File: src/rtl/rv32_pkg.sv
//==============================================================================
// Module      : rv32_pkg
// Description : Shared RV32I core widths, memory constants and fetch FSM state.
// Revision    : 1.0 - initial release
//==============================================================================
`default_nettype none

package rv32_pkg;

   localparam int XLEN = 32;
   localparam int ILEN = 32;

   localparam logic [3:0]      IMEM_MASK_WORD   = 4'b1111;
   localparam logic [XLEN-1:0] DEFAULT_RESET_PC = 32'h0000_0000;

   typedef enum logic [1:0] {
      S_IDLE  = 2'd0,
      S_WAIT  = 2'd1,
      S_FLUSH = 2'd2
   } fetch_state_t;

   // Sequential fetch address; wraps modulo 2^XLEN.
   function automatic logic [XLEN-1:0] next_fetch_pc(input logic [XLEN-1:0] pc);
      return pc + XLEN'(4);
   endfunction

endpackage

`default_nettype wire

File: src/rtl/ifetch_fifo.sv
//==============================================================================
// Module      : ifetch_fifo
// Description : Circular instruction buffer with count and synchronous clear.
// Revision    : 1.0 - initial release
//==============================================================================
`default_nettype none

module ifetch_fifo #(
   parameter int DEPTH = 2,
   parameter int WIDTH = 64
) (
   input  logic                     clk,
   input  logic                     rst,
   input  logic                     clr,
   input  logic                     wr_en,
   input  logic [WIDTH-1:0]         wr_data,
   input  logic                     rd_en,
   output logic [WIDTH-1:0]         rd_data,
   output logic [$clog2(DEPTH):0]   count,
   output logic                     empty
);

   localparam int c_aw = $clog2(DEPTH);
   localparam int c_cw = c_aw + 1;

   logic [WIDTH-1:0] r_mem [DEPTH];
   logic [c_aw-1:0]  r_wr_ptr;
   logic [c_aw-1:0]  r_rd_ptr;
   logic [c_cw-1:0]  r_count;
   logic [c_cw-1:0]  w_count_nxt;

   assign w_count_nxt = r_count + c_cw'(wr_en) - c_cw'(rd_en);

   // Storage is reset too so the head reads as zero out of reset.
   always_ff @(posedge clk or posedge rst) begin
      if (rst) begin
         r_wr_ptr <= '0;
         r_rd_ptr <= '0;
         r_count  <= '0;
         for (int i = 0; i < DEPTH; i++) begin
            r_mem[i] <= '0;
         end
      end else if (clr) begin
         r_wr_ptr <= '0;
         r_rd_ptr <= '0;
         r_count  <= '0;
      end else begin
         if (wr_en) begin
            r_mem[r_wr_ptr] <= wr_data;
            r_wr_ptr        <= r_wr_ptr + 1'b1;
         end
         if (rd_en) begin
            r_rd_ptr <= r_rd_ptr + 1'b1;
         end
         r_count <= w_count_nxt;
      end
   end

   assign rd_data = r_mem[r_rd_ptr];
   assign count   = r_count;
   assign empty   = (r_count == '0);

endmodule

`default_nettype wire

File: src/rtl/ifetch_unit.sv
//==============================================================================
// Module      : ifetch_unit
// Description : RV32I fetch stage: PC, single-outstanding imem requests, queue.
// Revision    : 1.0 - initial release
//==============================================================================
`default_nettype none

module ifetch_unit
   import rv32_pkg::*;
#(
   parameter logic [XLEN-1:0] RESET_PC = DEFAULT_RESET_PC,
   parameter int              DEPTH    = 2
) (
   input  logic            clk,
   input  logic            rst,
   output logic            imem_req,
   output logic [XLEN-1:0] imem_addr,
   output logic [3:0]      imem_mask,
   output logic            imem_we_re,
   input  logic            imem_valid,
   input  logic [ILEN-1:0] imem_rdata,
   output logic            if_valid,
   input  logic            if_ready,
   output logic [ILEN-1:0] if_instr,
   output logic [XLEN-1:0] if_pc,
   input  logic            redirect_valid,
   input  logic [XLEN-1:0] redirect_pc,
   output logic            fetch_misaligned
);

   localparam int c_cw      = $clog2(DEPTH) + 1;
   localparam int c_entry_w = ILEN + XLEN;

   fetch_state_t          r_state;
   fetch_state_t          w_state_nxt;
   logic [XLEN-1:0]       r_pc;
   logic [XLEN-1:0]       r_req_pc;
   logic                  r_misaligned;

   logic                  w_push;
   logic                  w_pop;
   logic                  w_space;
   logic                  w_can_issue;
   logic [c_cw:0]         w_occ_nxt;
   logic [c_cw-1:0]       w_fifo_count;
   logic                  w_fifo_empty;
   logic [c_entry_w-1:0]  w_head;

   assign w_pop  = if_valid & if_ready;
   assign w_push = (r_state == S_WAIT) & imem_valid & ~redirect_valid;

   // Occupancy after this edge must leave room for the response of a new request.
   assign w_occ_nxt   = {1'b0, w_fifo_count} + (c_cw + 1)'(w_push) - (c_cw + 1)'(w_pop);
   assign w_space     = (w_occ_nxt < (c_cw + 1)'(DEPTH));
   assign w_can_issue = ~redirect_valid & ~r_misaligned & w_space;

   always_ff @(posedge clk or posedge rst) begin
      if (rst) begin
         r_state <= S_IDLE;
      end else begin
         r_state <= w_state_nxt;
      end
   end

   always_comb begin
      w_state_nxt = r_state;
      imem_req    = 1'b0;
      case (r_state)
         S_IDLE: begin
            if (w_can_issue) begin
               imem_req    = 1'b1;
               w_state_nxt = S_WAIT;
            end
         end
         S_WAIT: begin
            if (imem_valid) begin
               if (w_can_issue) begin
                  imem_req    = 1'b1;
                  w_state_nxt = S_WAIT;
               end else begin
                  w_state_nxt = S_IDLE;
               end
            end
         end
         S_FLUSH: begin
            if (imem_valid) begin
               w_state_nxt = S_IDLE;
            end
         end
         default: begin
            w_state_nxt = S_IDLE;
         end
      endcase
      // A redirect with the response still in flight must swallow that response.
      if (redirect_valid && (r_state == S_WAIT)) begin
         w_state_nxt = imem_valid ? S_IDLE : S_FLUSH;
      end
   end

   always_ff @(posedge clk or posedge rst) begin
      if (rst) begin
         r_pc         <= RESET_PC;
         r_req_pc     <= '0;
         r_misaligned <= 1'b0;
      end else if (redirect_valid) begin
         r_pc         <= redirect_pc;
         r_misaligned <= (redirect_pc[1:0] != 2'b00);
      end else if (imem_req) begin
         r_pc     <= next_fetch_pc(r_pc);
         r_req_pc <= r_pc;
      end
   end

   ifetch_fifo #(
      .DEPTH (DEPTH),
      .WIDTH (c_entry_w)
   ) u_queue (
      .clk     (clk),
      .rst     (rst),
      .clr     (redirect_valid),
      .wr_en   (w_push),
      .wr_data ({imem_rdata, r_req_pc}),
      .rd_en   (w_pop),
      .rd_data (w_head),
      .count   (w_fifo_count),
      .empty   (w_fifo_empty)
   );

   assign if_valid         = ~w_fifo_empty;
   assign if_instr         = w_head[c_entry_w-1:XLEN];
   assign if_pc            = w_head[XLEN-1:0];
   assign imem_addr        = r_pc;
   assign imem_mask        = IMEM_MASK_WORD;
   assign imem_we_re       = 1'b0;
   assign fetch_misaligned = r_misaligned;

endmodule

`default_nettype wire

File: config.mk
export PLATFORM = sky130hd
export DESIGN_NAME = ifetch_unit
export DESIGN_NICKNAME = d
export VERILOG_FILES = /design/src/rtl/rv32_pkg.sv /design/src/rtl/ifetch_fifo.sv /design/src/rtl/ifetch_unit.sv
export SDC_FILE = /design/constraint.sdc
export NUM_CORES = 1
export LEC_CHECK = 0
export ABC_CLOCK_PERIOD_IN_PS = 16300
export CAP_MARGIN = 20
export CORE_MARGIN = 2
export CORE_UTILIZATION = 45
export CTS_BUF_LIST = sky130_fd_sc_hd__clkbuf_8
export DETAILED_ROUTE_END_ITERATION = 16
export HOLD_SLACK_MARGIN = 0.15
export PLACE_DENSITY = 0.71
export REMOVE_ABC_BUFFERS = 1
export SLEW_MARGIN = 40
export SYNTH_ARGS = -nofsm -noshare
export SYNTH_HDL_FRONTEND = slang
export SYNTH_SLANG_ARGS = --single-unit
File: constraint.sdc
create_clock -name clk -period 16.3 [get_ports clk]
set_input_delay 2.445 -clock clk [delete_from_list [all_inputs] [get_ports clk]]
set_output_delay 2.445 -clock clk [all_outputs]
set_load 0.005 [all_outputs]
==> results.sh <==
export IMPL_core_sq_mm=0.01959
export IMPL_clkLatencyLatePin_ns=0.47
export IMPL_overflow=0
export IMPL_die_h_um=145.9
export IMPL_nets=977
export IMPL_grt_pass1_wl_um=33040
export IMPL_place_hpwl_um=12470
export IMPL_synth_area_top_cells="dfrtp_1, mux2_2, nand2_1, o21ai_0, nand3_1"
export IMPL_cts_buffers=17
export IMPL_synthCells=759
export IMPL_power_density_mw_per_mm2=154.1
export IMPL_cp_slowest_cell="clkdlybuf4s50_1"
export IMPL_multi_input_area_sq_mm=0.003820
export IMPL_relSlewSlack_pct=47.99
export IMPL_status="finished, final reports clean"
export IMPL_leakagePower_nw=5.116
export IMPL_cts_tree="yes"
export IMPL_finClkSkew_ns=0.01888
export IMPL_netlist_area_sq_mm=0.009056
export IMPL_antenna_left=0
export IMPL_seqCellArea_sq_mm=0.004984
export IMPL_path_cells="clkdlybuf4s50_1 -> nand3b_1 -> nor2_1 -> inv_1 -> ha_1 -> inv_1 -> ha_1 -> inv_1 -> fa_1 -> nor3b_2 -> nand4b_1 -> clkinv_1 -> buf_4 -> clkdlybuf4s50_1"
export IMPL_ys_ff_latch=199
export IMPL_max_stage_delay_ns=0.61
export IMPL_cts_repair_resized=0
export IMPL_place_congestion=0.7667
export IMPL_grt_max_degree=133
export IMPL_max_freq_ghz=0.1180
export IMPL_n_antenna_cell=0
export IMPL_routed_wl_um=19900
export IMPL_synth_async_reset_ratio_pct=100.0
export IMPL_power_w=0.001744
export IMPL_end_kind="output port"
export IMPL_initial_core_util_pct=46.23
export IMPL_path_common_cell="inv_1"
export IMPL_grt_pass1_vias=6200
export IMPL_synth_most_common_cell="dfrtp_1"
export IMPL_vias=6223
export IMPL_drv_cap=0
export IMPL_startpoint_type="primary input"
export IMPL_hold_viol=0
export IMPL_min_period_over_period_pct=51.98
export IMPL_r2r_setup_slack_ns=12.36
export IMPL_synth_flop_cell="dfrtp_1"
export IMPL_tns_ns=0
export IMPL_synth_cell_type_count=52
export IMPL_required_ns=13.86
export IMPL_drt_pass1_iter_count=5
export IMPL_yosys_area_top_type="dfrtp_1"
export IMPL_track_usage_pct=19.27
export IMPL_ios=173
export IMPL_hold_buffers=0
export IMPL_postCtsSetupBuffers=0
export IMPL_drv_slew=0
export IMPL_io_buffers=167
export IMPL_worst_pin_slew_ns=0.7801
export IMPL_routedWlPerCell_um=16.83
export IMPL_path_max_fanout=47
export IMPL_yosys_area_top_type_share_pct=54.99
export IMPL_arrival_ns=6.03
export IMPL_clk_pin_slew_ns=0.09
export IMPL_irDropWorstVdd_mv=0.09641
export IMPL_synthToLayoutAreaGrowth_pct=24.99
export IMPL_hold_path_class="reg2reg"
export IMPL_rsz0062_at_grt="no"
export IMPL_num_rows=51
export IMPL_setup_viol=0
export IMPL_finalCriticalPeriod_ns=8.473
export IMPL_yosys_warnings=0
export IMPL_yosysSeqAreaShare_pct=54.99
export IMPL_die_w_um=145.9
export IMPL_drt_iter0_drc=263
export IMPL_synth_commonest_cells="dfrtp_1, mux2_2, nand2_1"
export IMPL_fillers=1672
export IMPL_antenna_found_initial=0
export IMPL_drcViolationCount=0
export IMPL_clkSinkCount=199
export IMPL_finish_utilization_pct=57.78
export IMPL_clock_root_buffer="clkbuf_8"
export IMPL_synth_edff_count=0
export IMPL_syn_area_per_cell_sq_um=11.93
export IMPL_cts_buffer_depth=2
export IMPL_vias_per_cell=5.265
export IMPL_crit_type="in2out"
export IMPL_die_area_sq_mm=0.02128
export IMPL_htreeDepth=4
export IMPL_drive_gt1_share_pct=26.72
stage by stage:
step           cell area (sq um)  setup WS [ns]  cells  hold slack [ns]
6_report                   11320          7.827   1182           0.4900
5_1_grt                    11320          7.564   1182           0.5222
4_1_cts                    11320          7.802   1182           0.4933
3_5_place_dp               10940          7.809   1150           0.4671
3_3_place_gp               10890          8.005   1149           0.4572
2_1_floorplan               8827          7.170    711           0.4444
metal layers:
metal  global-route usage [%]  wire length (um)  up-vias
met2                    29.50              9148      172
met1                    27.97              9677     3081
li1                         -                 -     2955
met3                    4.295               895       15
met5                        0                 0        -
met4                    4.755               175        0
flip-flops by register name, summed over array words and instances (netlist names):
name	count
fetch_misaligned	1
imem_addr	32
u_queue.count	2
r_state	2
r_req_pc	32
u_queue.r_wr_ptr	1
u_queue.r_rd_ptr	1
u_queue.r_mem	128
placed cells by master, fill, tap and decap left out, types with 3 or more instances in the layout:
cell type,synthesis,layout
a21o_1,3,3
a21oi_1,7,7
a31oi_1,9,9
and2_1,6,6
and3_1,6,6
buf_4,7,4
clkbuf_8,0,18
clkdlybuf4s50_1,0,166
clkinvlp_4,0,3
conb_1,2,5
dfrtp_1,199,198
ha_1,3,3
inv_1,13,12
inv_8,0,6
mux2_2,192,192
nand2_1,128,127
nand3_1,21,21
nand4_1,3,3
nor2_1,27,27
nor3_1,4,4
o211ai_1,8,8
o21ai_0,26,26
o311ai_0,9,9
or4_1,5,5
worst paths after layout:
| path | endpoint | depth (start not counted) | start |
|---|---|---|---|
| min in group asynchronous | u_queue.r_mem[53] | 2 | rst |
| worst max register to register | imem_addr[11] | 16 | r_state[1] |
| worst min register to register | u_queue.r_mem[22] | 2 | u_queue.r_mem[22] |
| max in group asynchronous | u_queue.r_mem[28] | 3 | rst |
| worst min-delay path | u_queue.r_mem[22] | 2 | u_queue.r_mem[22] |
| worst max-delay path | imem_req | 14 | imem_valid |
critical path, delay by kind of cell:
| kind | cells | cell delay, ns |
|---|---|---|
| fa+ha+maj | 3 | 0.92 |
| simple gates | 4 | 0.76 |
| buf+inv | 7 | 1.86 |
where the power goes:
part	switching [W]	total (W)	internal, W
clock network	0.000191	0.000309	0.000118
logic	0.000235	0.000659	0.000423
registers	0.000122	0.000777	0.000655
cell type report:
cell class,count,area share (%)
flip-flops and latches,199,44.03
clock buffers,18,2.189
clock inverters,14,1.205
multi-input cells,499,33.75
well taps,265,2.929
inverters,13,0.5416
repair buffers,174,15.36
kinds of logic after synthesis:
logic type / share of synthesized area (%)
buffers and inverters: 3.192
other: 0.08293
AO/OA/AOI/OAI: 5.499
flip-flops: 54.99
AND/OR/NAND/NOR: 11.22
multiplexers: 24.10
XOR/XNOR: 0.2902
adder cells (fa/ha/maj): 0.6356
Note: power is estimated with default switching activity, not from simulation.
